`config.mk`:
```
export PLATFORM = sky130hd
export DESIGN_NAME = trig_pulse_gen
export DESIGN_NICKNAME = d
export VERILOG_FILES = /design/src/rtl/trig_gen_pkg.sv /design/src/rtl/trig_mod_cnt.sv /design/src/rtl/trig_pulse_gen.sv
export SDC_FILE = /design/constraint.sdc
export NUM_CORES = 1
export LEC_CHECK = 0
export CAP_MARGIN = 20
export CORE_MARGIN = 4
export CORE_UTILIZATION = 64
export DETAILED_ROUTE_END_ITERATION = 10
export DONT_BUFFER_PORTS = 1
export HOLD_SLACK_MARGIN = 0.15
export PLACE_DENSITY = 0.8
export SLEW_MARGIN = 5
export SYNTH_ARGS = -nofsm -noshare
export SYNTH_HDL_FRONTEND = slang
export SYNTH_SLANG_ARGS = --single-unit
export TNS_END_PERCENT = 1
```
`constraint.sdc`:
```
create_clock -name clk -period 3.06 [get_ports clk]
set_input_delay 0.459 -clock clk [delete_from_list [all_inputs] [get_ports clk]]
set_output_delay 0.459 -clock clk [all_outputs]
set_load 0.02 [all_outputs]
```
`src/rtl/trig_gen_pkg.sv`:
```
// Shared types and timing constants for the trigger-sequence generator.
// The state enum covers the optional WAIT_SYNC state used with TRIG_GEN_EXT_SYNC_EN.
package trig_gen_pkg;

  typedef enum logic [1:0] {
    IDLE      = 2'd0,
    RUN       = 2'd1,
    STOPPING  = 2'd2,
    WAIT_SYNC = 2'd3
  } trig_state_e;

  localparam int unsigned LEAD_DEF      = 4;
  localparam int unsigned DELTA_DLY_DEF = 8;

  // Shortest period that still fits PL1A, L1A and DELTA without overlap.
  function automatic int unsigned min_period(input int unsigned lead, input int unsigned dly);
    return lead + dly + 1;
  endfunction

  localparam int unsigned MIN_PERIOD = min_period(LEAD_DEF, DELTA_DLY_DEF);

endpackage

```
`src/rtl/trig_mod_cnt.sv`:
```
// Modulo-N event counter: hit is high while the count sits at zero.
// A divider of zero holds the counter and keeps hit low.
module trig_mod_cnt
  import trig_gen_pkg::*;
#(
  parameter int unsigned DIV_W = 16
) (
  input  logic             clk,
  input  logic             rst,
  input  logic             clr,
  input  logic             adv,
  input  logic [DIV_W-1:0] div,
  output logic             hit
);

  logic [DIV_W-1:0] cnt_q;
  logic [DIV_W-1:0] cnt_inc;

  assign cnt_inc = cnt_q + DIV_W'(1);
  assign hit     = (div != '0) && (cnt_q == '0);

  always_ff @(posedge clk or negedge rst) begin
    if (!rst) begin
      cnt_q <= '0;
    end else if (clr) begin
      cnt_q <= '0;
    end else if (adv && (div != '0)) begin
      cnt_q <= (cnt_inc == div) ? '0 : cnt_inc;
    end
  end

endmodule

```
`src/rtl/trig_pulse_gen.sv`:
```
// Programmable PL1A/L1A/PS/ALIGN/DELTA trigger-sequence generator, burst or continuous.
// Optional macro TRIG_GEN_EXT_SYNC_EN: each period waits for a synchronized ext_sync rising edge.
module trig_pulse_gen
  import trig_gen_pkg::*;
#(
  parameter int unsigned CNT_W     = 32,
  parameter int unsigned LEAD      = LEAD_DEF,
  parameter int unsigned DELTA_DLY = DELTA_DLY_DEF,
  parameter int unsigned DIV_W     = 16
) (
  input  logic             clk,
  input  logic             rst,
  input  logic             start,
  input  logic             stop,
  input  logic [CNT_W-1:0] cfg_period,
  input  logic [CNT_W-1:0] cfg_ntrig,
  input  logic [DIV_W-1:0] cfg_ps_div,
  input  logic [DIV_W-1:0] cfg_align_div,
`ifdef TRIG_GEN_EXT_SYNC_EN
  input  logic             ext_sync,
`endif
  output logic             PL1A,
  output logic             L1A,
  output logic             PS,
  output logic             ALIGN,
  output logic             DELTA,
  output logic             busy,
  output logic             done,
  output logic [CNT_W-1:0] cnt_sent
);

  localparam int unsigned      MIN_P    = min_period(LEAD, DELTA_DLY);
  localparam logic [CNT_W-1:0] MIN_P_W  = CNT_W'(MIN_P);
  localparam logic [CNT_W-1:0] PH_LEAD  = CNT_W'(LEAD);
  localparam logic [CNT_W-1:0] PH_DELTA = CNT_W'(LEAD + DELTA_DLY);

  trig_state_e      state_q, state_d;
  logic [CNT_W-1:0] ph_q, ph_d;
  logic [CNT_W-1:0] p_last_q;
  logic [CNT_W-1:0] ntrig_q;
  logic [DIV_W-1:0] ps_div_q;
  logic [DIV_W-1:0] align_div_q;
  logic             fin_q;

  logic             accept;
  logic             fin_d;
  logic             active;
  logic             at_end;
  logic             burst_done;
  logic             pl1a_d;
  logic             l1a_d;
  logic             delta_d;
  logic             ps_hit;
  logic             align_hit;

`ifdef TRIG_GEN_EXT_SYNC_EN
  logic [2:0] sync_q;
  logic       sync_edge;

  always_ff @(posedge clk or negedge rst) begin
    if (!rst) begin
      sync_q <= '0;
    end else begin
      sync_q <= {sync_q[1:0], ext_sync};
    end
  end

  assign sync_edge = sync_q[1] & ~sync_q[2];

  localparam trig_state_e PERIOD_ENTRY = WAIT_SYNC;
`else
  localparam trig_state_e PERIOD_ENTRY = RUN;
`endif

  assign active     = (state_q == RUN) || (state_q == STOPPING);
  assign at_end     = active && (ph_q == p_last_q);
  assign burst_done = (ntrig_q != '0) && (cnt_sent == ntrig_q);

  always_ff @(posedge clk or negedge rst) begin
    if (!rst) begin
      state_q <= IDLE;
      ph_q    <= '0;
    end else begin
      state_q <= state_d;
      ph_q    <= ph_d;
    end
  end

  // Stop at the last phase ends immediately; otherwise the period is
  // finished in STOPPING so PL1A/L1A/DELTA always come out as a set.
  always_comb begin
    state_d = state_q;
    ph_d    = ph_q;
    accept  = 1'b0;
    fin_d   = 1'b0;
    pl1a_d  = (state_q == RUN) && (ph_q == '0);
    l1a_d   = active && (ph_q == PH_LEAD);
    delta_d = active && (ph_q == PH_DELTA);
    case (state_q)
      IDLE: begin
        if (start && !stop) begin
          accept  = 1'b1;
          ph_d    = '0;
          state_d = PERIOD_ENTRY;
        end
      end
      RUN: begin
        if (at_end) begin
          ph_d = '0;
          if (burst_done || stop) begin
            state_d = IDLE;
            fin_d   = 1'b1;
          end else begin
            state_d = PERIOD_ENTRY;
          end
        end else begin
          ph_d = ph_q + CNT_W'(1);
          if (stop) begin
            state_d = STOPPING;
          end
        end
      end
      STOPPING: begin
        if (at_end) begin
          ph_d    = '0;
          state_d = IDLE;
          fin_d   = 1'b1;
        end else begin
          ph_d = ph_q + CNT_W'(1);
        end
      end
`ifdef TRIG_GEN_EXT_SYNC_EN
      WAIT_SYNC: begin
        ph_d = '0;
        if (stop) begin
          state_d = IDLE;
          fin_d   = 1'b1;
        end else if (sync_edge) begin
          state_d = RUN;
        end
      end
`endif
      default: begin
        state_d = IDLE;
        ph_d    = '0;
      end
    endcase
  end

  always_ff @(posedge clk or negedge rst) begin
    if (!rst) begin
      p_last_q    <= MIN_P_W - CNT_W'(1);
      ntrig_q     <= '0;
      ps_div_q    <= '0;
      align_div_q <= '0;
    end else if (accept) begin
      p_last_q    <= (cfg_period < MIN_P_W) ? (MIN_P_W - CNT_W'(1)) : (cfg_period - CNT_W'(1));
      ntrig_q     <= cfg_ntrig;
      ps_div_q    <= cfg_ps_div;
      align_div_q <= cfg_align_div;
    end
  end

  trig_mod_cnt #(.DIV_W(DIV_W)) u_ps_cnt (
    .clk (clk),
    .rst (rst),
    .clr (accept),
    .adv (l1a_d),
    .div (ps_div_q),
    .hit (ps_hit)
  );

  trig_mod_cnt #(.DIV_W(DIV_W)) u_align_cnt (
    .clk (clk),
    .rst (rst),
    .clr (accept),
    .adv (l1a_d),
    .div (align_div_q),
    .hit (align_hit)
  );

  // fin_q adds the stage that lets done rise together with busy falling.
  always_ff @(posedge clk or negedge rst) begin
    if (!rst) begin
      PL1A     <= 1'b0;
      L1A      <= 1'b0;
      PS       <= 1'b0;
      ALIGN    <= 1'b0;
      DELTA    <= 1'b0;
      busy     <= 1'b0;
      fin_q    <= 1'b0;
      done     <= 1'b0;
      cnt_sent <= '0;
    end else begin
      PL1A  <= pl1a_d;
      L1A   <= l1a_d;
      PS    <= l1a_d & ps_hit;
      ALIGN <= l1a_d & align_hit;
      DELTA <= delta_d;
      busy  <= (state_q != IDLE);
      fin_q <= fin_d;
      done  <= fin_q;
      if (accept) begin
        cnt_sent <= '0;
      end else if (l1a_d && (cnt_sent != '1)) begin
        cnt_sent <= cnt_sent + CNT_W'(1);
      end
    end
  end

endmodule

```
# Word-level counts from Yosys, hierarchy flattened
# Cells that the tools add are included.
dict set report classes {
  addsub 5
  n_mul 0
  div 0
  n_lt_le_gt_ge 1
  eq_ne 12
  n_shift 0
  muxes 24
  bitwise 2
  n_reduce_logical 27
}
# cell n
set ops {}
lappend ops {{$mux 32} 5}
lappend ops {{$mux 16} 6}
lappend ops {{$add 32x1->32 const B} 2}
lappend ops {{$eq 32x32->1} 2}
lappend ops {{$pmux 32 s2} 1}
lappend ops {{$add 16x1->16 const B} 2}
lappend ops {{$eq 16x16->1} 2}
lappend ops {{$eq 32x3->1 const B} 1}
lappend ops {{$eq 32x4->1 const B} 1}
lappend ops {{$logic_not 16->1} 2}
lappend ops {{$logic_not 32->1} 1}
lappend ops {{$lt 32x4->1 const B} 1}
lappend ops {{$ne 32x32->1 const B} 1}
lappend ops {{$reduce_bool 16->1} 2}
lappend ops {{$reduce_bool 32->1} 1}
lappend ops {{$sub 32x1->32 const B} 1}
lappend ops {{$logic_and 1x1->1} 11}
lappend ops {{$mux 2} 4}
lappend ops {{$reduce_bool 2->1} 4}
lappend ops {{$mux 1} 6}
lappend ops {{$pmux 2 s3} 1}
lappend ops {{$ne 2x2->1 const B} 2}
lappend ops {{$ne 3x3->1 const B} 1}
lappend ops {{$reduce_and 3->1} 1}
lappend ops {{other kinds (8)} 10}
dict set report totals {
  regBits 202
  latch_bits 0
  mem_bits_rw 0
  rom_bits 0
  in_bits 100
  elab_cells 88
  n_memories 0
}

# Depth between registers and ports, before layout
dict set report depth {
  depth_word 6
  mapped_depth 11
  depth_no_buf 10
}

# Hierarchy
# From an unflattened synthesis, not the netlist that was laid out.
dict set report unflattened {
  cells_unflattened 1338
  hier_area_um2 11895.2
}
# mod instances cells_per_inst area_each_um2
set modules_own_cells {}
lappend modules_own_cells {trig_pulse_gen 1 982 8839.7}
lappend modules_own_cells {trig_mod_cnt 2 178 1527.7}

# Worst setup path after synthesis
# OpenSTA, ideal clock, no wires.
dict set report synth_timing {
  path_kind {register to register}
  from {reg u_ps_cnt.cnt_q[0]}
  to {reg u_ps_cnt.cnt_q[10]}
  setup_time_ps 121
  arrival_time_ps 2666
  required_time_ps 2939
  setup_slack_ps 272
  path_stages_with_launch 11
  cell_sequence {dfrtp_1 > ha_1 > clkbuf_1 > nand3_1 > o31a_1 > or3_1 > a21oi_1 > a41oi_1 > o41ai_2 > buf_2 > nor2_1}
}
dict set report synth_between {
  elab_chain_len 5
}
# item line
set synth_rtl {}
lappend synth_rtl {{start, declared} trig_mod_cnt.sv:16} ;# logic [DIV_W-1:0] cnt_q;
lappend synth_rtl {{start signal, assigned} trig_mod_cnt.sv:28} ;# cnt_q <= (cnt_inc == div) ? '0 : cnt_inc;
lappend synth_rtl {{$add 16x1->16 *} trig_mod_cnt.sv:19} ;# assign cnt_inc = cnt_q + DIV_W'(1);
lappend synth_rtl {{$eq 16x16->1} trig_mod_cnt.sv:28}
lappend synth_rtl {{$mux 16 *} trig_mod_cnt.sv:28}
lappend synth_rtl {{$mux 16 *} trig_mod_cnt.sv:27} ;# end else if (adv && (div != '0)) begin
lappend synth_rtl {{$mux 16 *} trig_mod_cnt.sv:25} ;# end else if (clr) begin
# Every way passes the cells marked *; elsewhere a longest branch is shown, timed or not. The select of a mux whose other input is x is not followed.
# A chain may end at the register's enable or synchronous reset.

# Final worst setup path
dict set report layout_timing {
  from {reg ph_q[25]}
  to {reg cnt_sent[28]}
}
dict set report layout_between {
  elab_chain_len 4
}
# item line
set layout_rtl {}
lappend layout_rtl {{start, declared} trig_pulse_gen.sv:38} ;# logic [CNT_W-1:0] ph_q, ph_d;
lappend layout_rtl {{start signal, assigned} trig_pulse_gen.sv:85} ;# ph_q <= ph_d;
lappend layout_rtl {{$eq 32x3->1} trig_pulse_gen.sv:97} ;# l1a_d = active && (ph_q == PH_LEAD);
lappend layout_rtl {{$logic_and 1x1->1} trig_pulse_gen.sv:97}
lappend layout_rtl {{$logic_and 1x1->1} trig_pulse_gen.sv:205} ;# end else if (l1a_d && (cnt_sent != '1)) begin
lappend layout_rtl {{$reduce_bool 2->1 (no source line)} -}
lappend layout_rtl {{end signal, assigned} trig_pulse_gen.sv:206} ;# cnt_sent <= cnt_sent + CNT_W'(1);
lappend layout_rtl {{end, declared} trig_pulse_gen.sv:29} ;# output logic [CNT_W-1:0] cnt_sent
# No other way between the ends.

==> results.ini <==
[global_route]
vias_in_the_first_global_route=9869
grtUsageTotal_pct=30.27
congestion_overflow_gr=0
grt_start_max_net_pins=203
initial_antenna_violation_count=0
grt_first_pass_wirelength_um=49830

[final_layout]
combined_area_of_the_multi_input_logic_cells_um2=5992
antenna_cells=0
final_cell_mix=sky130_fd_sc_hd__nand2_1, sky130_fd_sc_hd__dfrtp_1, sky130_fd_sc_hd__xor2_1, sky130_fd_sc_hd__nor2_1, sky130_fd_sc_hd__xnor2_1
mostFrequentLayoutCell=sky130_fd_sc_hd__nand2_1
areaGrowthSynthToFinish_pct=16.60
register_area_um2=5057
layout.nets=1491
final_cell_count_no_fill=1621
fillCellCount=1155
layout-drive-gt1-share_pct=7.521

[outcome]
run_status=finished, violations left
failed_checks=hold timing

[synthesis]
synth_compound_gate_area_share_pct=7.507
netlist_instances=1306
post_synth_fa_ha_maj_area_fraction_pct=1.207
synth-xor-area-share_pct=15.37
synth_area_um2=11400
synth.area.mux_share_pct=0.1756
synth.lib_cells_used.distinct=66
synth_top_family_by_area=simple AND/OR/NAND/NOR gates
ys_seq_elements=202
syn_area_per_cell_um2=8.729
synth-seq-area-share_pct=44.36
synth-async-reset-ratio_pct=100.0
synth_fp_nets=1417
synth_edf_count=0
synth_warnings=0
dominantRegCellSynth=sky130_fd_sc_hd__dfrtp_1
simple_gate_share_of_the_synthesized_area_pct=28.02

[detailed_routing]
ant_nets=0
drtIter0Drc=841
drc=0
post_dr_wirelength_cell_um=18.81
wirelength_um=30500
via_per_inst=6.156
drtPass1Iterations=5
num_vias=9979

[setup_path]
critical_path_required_ns=3.47
critical_path.endpoint_type=flop
cell_by_cell_listing_of_the_critical_path=nor4_1 > nand4_1 > or4_4 > or4b_4 > or3_1 > a21oi_1
worst-path-max-fanout=15
critical_path.max_stage_delay_ns=0.65
cpMaxStageDelayCell=sky130_fd_sc_hd__or4b_4
arrival_ns=3.36
startpoint_to_endpoint_class_of_the_critical_path=flop to flop
startpoint_type=flop

[sta]
setup-tns-final_ns=0
fin_crit_sh_pct=96.21
slew-limit-headroom_pct=49.99
final.hold.worst_slack_ns=-0.3453
hold_fails_final_rpt=202
worst_clock_skew_ns=0.01392
worst_slew_pin_slew_ns=0.7474
timing.final.crit_period_ns=2.944
report.final.slew_viol_count=0
final-setup-viol-count=0
fmax_mhz=339.7
rsz0062_at_grt=false

[cts]
ctsHtreeMaxLevel=1
clk_pin_slew_ns=0.06
cts-buffers-inserted=22
clk_latency_ns=0.51
cts_max_path_buffers=3
clkSinkCount=202
cts_root_buf=sky130_fd_sc_hd__clkbuf_16
tritoncts=done

[pwr]
leakagePower_nw=6.016
irDropWorstVdd_mv=0.5237
power-per-cell-area_nw_per_um2=735.7

[floorplan]
core_ar_um2=17360
start_util_pct=65.68
die-width_um=141.5
row_count=48
ioPinCount=139
floorplan.die_area_um2=20010
die_height_um=141.5

[min_path]
hold_class=input pin to asynchronous set/reset pin

[placed_design]
gp_congestion=0.9375
detailed_place_hpwl_um=20420
port_buffers=0
place.detailed.instances=1511

[flow_run]
maxCapViolations=0

-- flip-flops by register name (all words and copies together) (netlist names), 2 cells and up --
| signal | count |
|---|---|
| cnt_sent | 32 |
| p_last_q | 32 |
| align_div_q | 16 |
| ps_div_q | 16 |
| u_align_cnt.cnt_q | 16 |
| ph_q | 32 |
| ntrig_q | 32 |
| u_ps_cnt.cnt_q | 16 |
| state_q | 2 |
-- cell type report --
cell class,instances,area share [%]
timing repair buffer,111,7.663
tap,225,2.118
clock buffer,32,5.112
sequential,202,38.05
inverter,32,0.9037
multi-input combinational,1011,45.08
clock inverter,8,1.073
-- per-layer routing --
layer  global-route usage, %  routed length (µm)  vias to the layer above
li1                        -                   -                     4637
met1                   40.28               12380                     4804
met2                   50.09               14540                      460
met3                   5.999                2504                       78
met4                   10.20                1065                        0
met5                       0                   0                        -
-- Yosys cell counts, drive strengths merged (4+ instances only) --
cell type / n / area share, %
inv: 32 / 1.1
nor2: 108 / 3.6
a21oi: 32 / 1.4
o21ai: 57 / 2.5
buf: 15 / 0.78
nor3b: 4 / 0.26
or3: 20 / 1.1
nand2b: 6 / 0.33
nand2: 277 / 9.1
and3: 15 / 0.82
dfrtp: 200 / 44
nor2b: 5 / 0.27
nand4: 40 / 2.2
nand3: 47 / 2.1
o311ai: 4 / 0.31
nor4: 59 / 3.4
ha: 11 / 1.2
nor4b: 4 / 0.36
nor3: 47 / 2.2
xnor2: 74 / 5.7
clkbuf: 46 / 1.5
o31a: 4 / 0.31
and2: 4 / 0.22
xor2: 126 / 9.7
or4: 6 / 0.43
and4: 9 / 0.69
o41ai: 4 / 0.37
o22ai: 4 / 0.22
-- stage by stage --
step | instance area, µm² | setup slack [ns] | utilization [%] | total power, mW | hold slack [ns]
after floorplan | 11400 | 0.2723 | - | 5.870 | 0.1634
after global placement | 11750 | 0.2223 | 67.72 | 6.572 | 0.1693
after detailed placement | 11750 | 0.1048 | 67.72 | 6.690 | 0.1702
after CTS | 13260 | 0.03388 | 76.42 | 9.744 | -0.3558
after global routing | 13290 | 0.02582 | 76.58 | 10.32 | -0.3626
final | 13290 | 0.1160 | 76.58 | 9.779 | -0.3453
-- power by group --
group	leakage, nW	total (mW)	switching, mW	internal [mW]
Sequential	2.66	4.19	0.826	3.36
Combinational	2.95	2.62	1.49	1.13
Clock	0.405	2.97	1.09	1.87
Total	6.02	9.78	3.41	6.37
-- worst max-delay path: cells and delay by family (launching register included) --
kind	cells	cell delay (ns)
AOI/OAI and AO/OA	1	0.17
and+or+nand+nor	5	2.23
DFF	1	0.45
-- repair_timing --
action	in CTS	in global routing
pin swaps	1	1
hold endpoints to repair	270	203
setup endpoints to repair	1	25
hold buffers	68	1
buffers inserted	1	0
cloned	0	0
gates resized for setup	0	3
-- final timing paths --
check,startpoint,end,slack (ns),cells after the start
max in group asynchronous,rst,p_last_q[3],3.08,0
max reg2reg,ph_q[25],cnt_sent[28],0.12,6
min reg2reg,fin_q,done,0.41,0
max,ph_q[25],cnt_sent[28],0.12,6
min,rst,ps_div_q[7],-0.35,0
min in group clk,cfg_period[6],p_last_q[6],0.15,2
-- cells by family (layout without fill, tap and decap cells) --
logic type,Yosys count,in the layout
DFF,202,202
AOI/OAI and AO/OA,135,135
adders and majority gates,11,11
and+or+nand+nor,663,663
xor gates and xnor gates,200,200
muxes,2,2
buffers and inverters,93,183
Note: power is estimated with default switching activity, not from simulation.
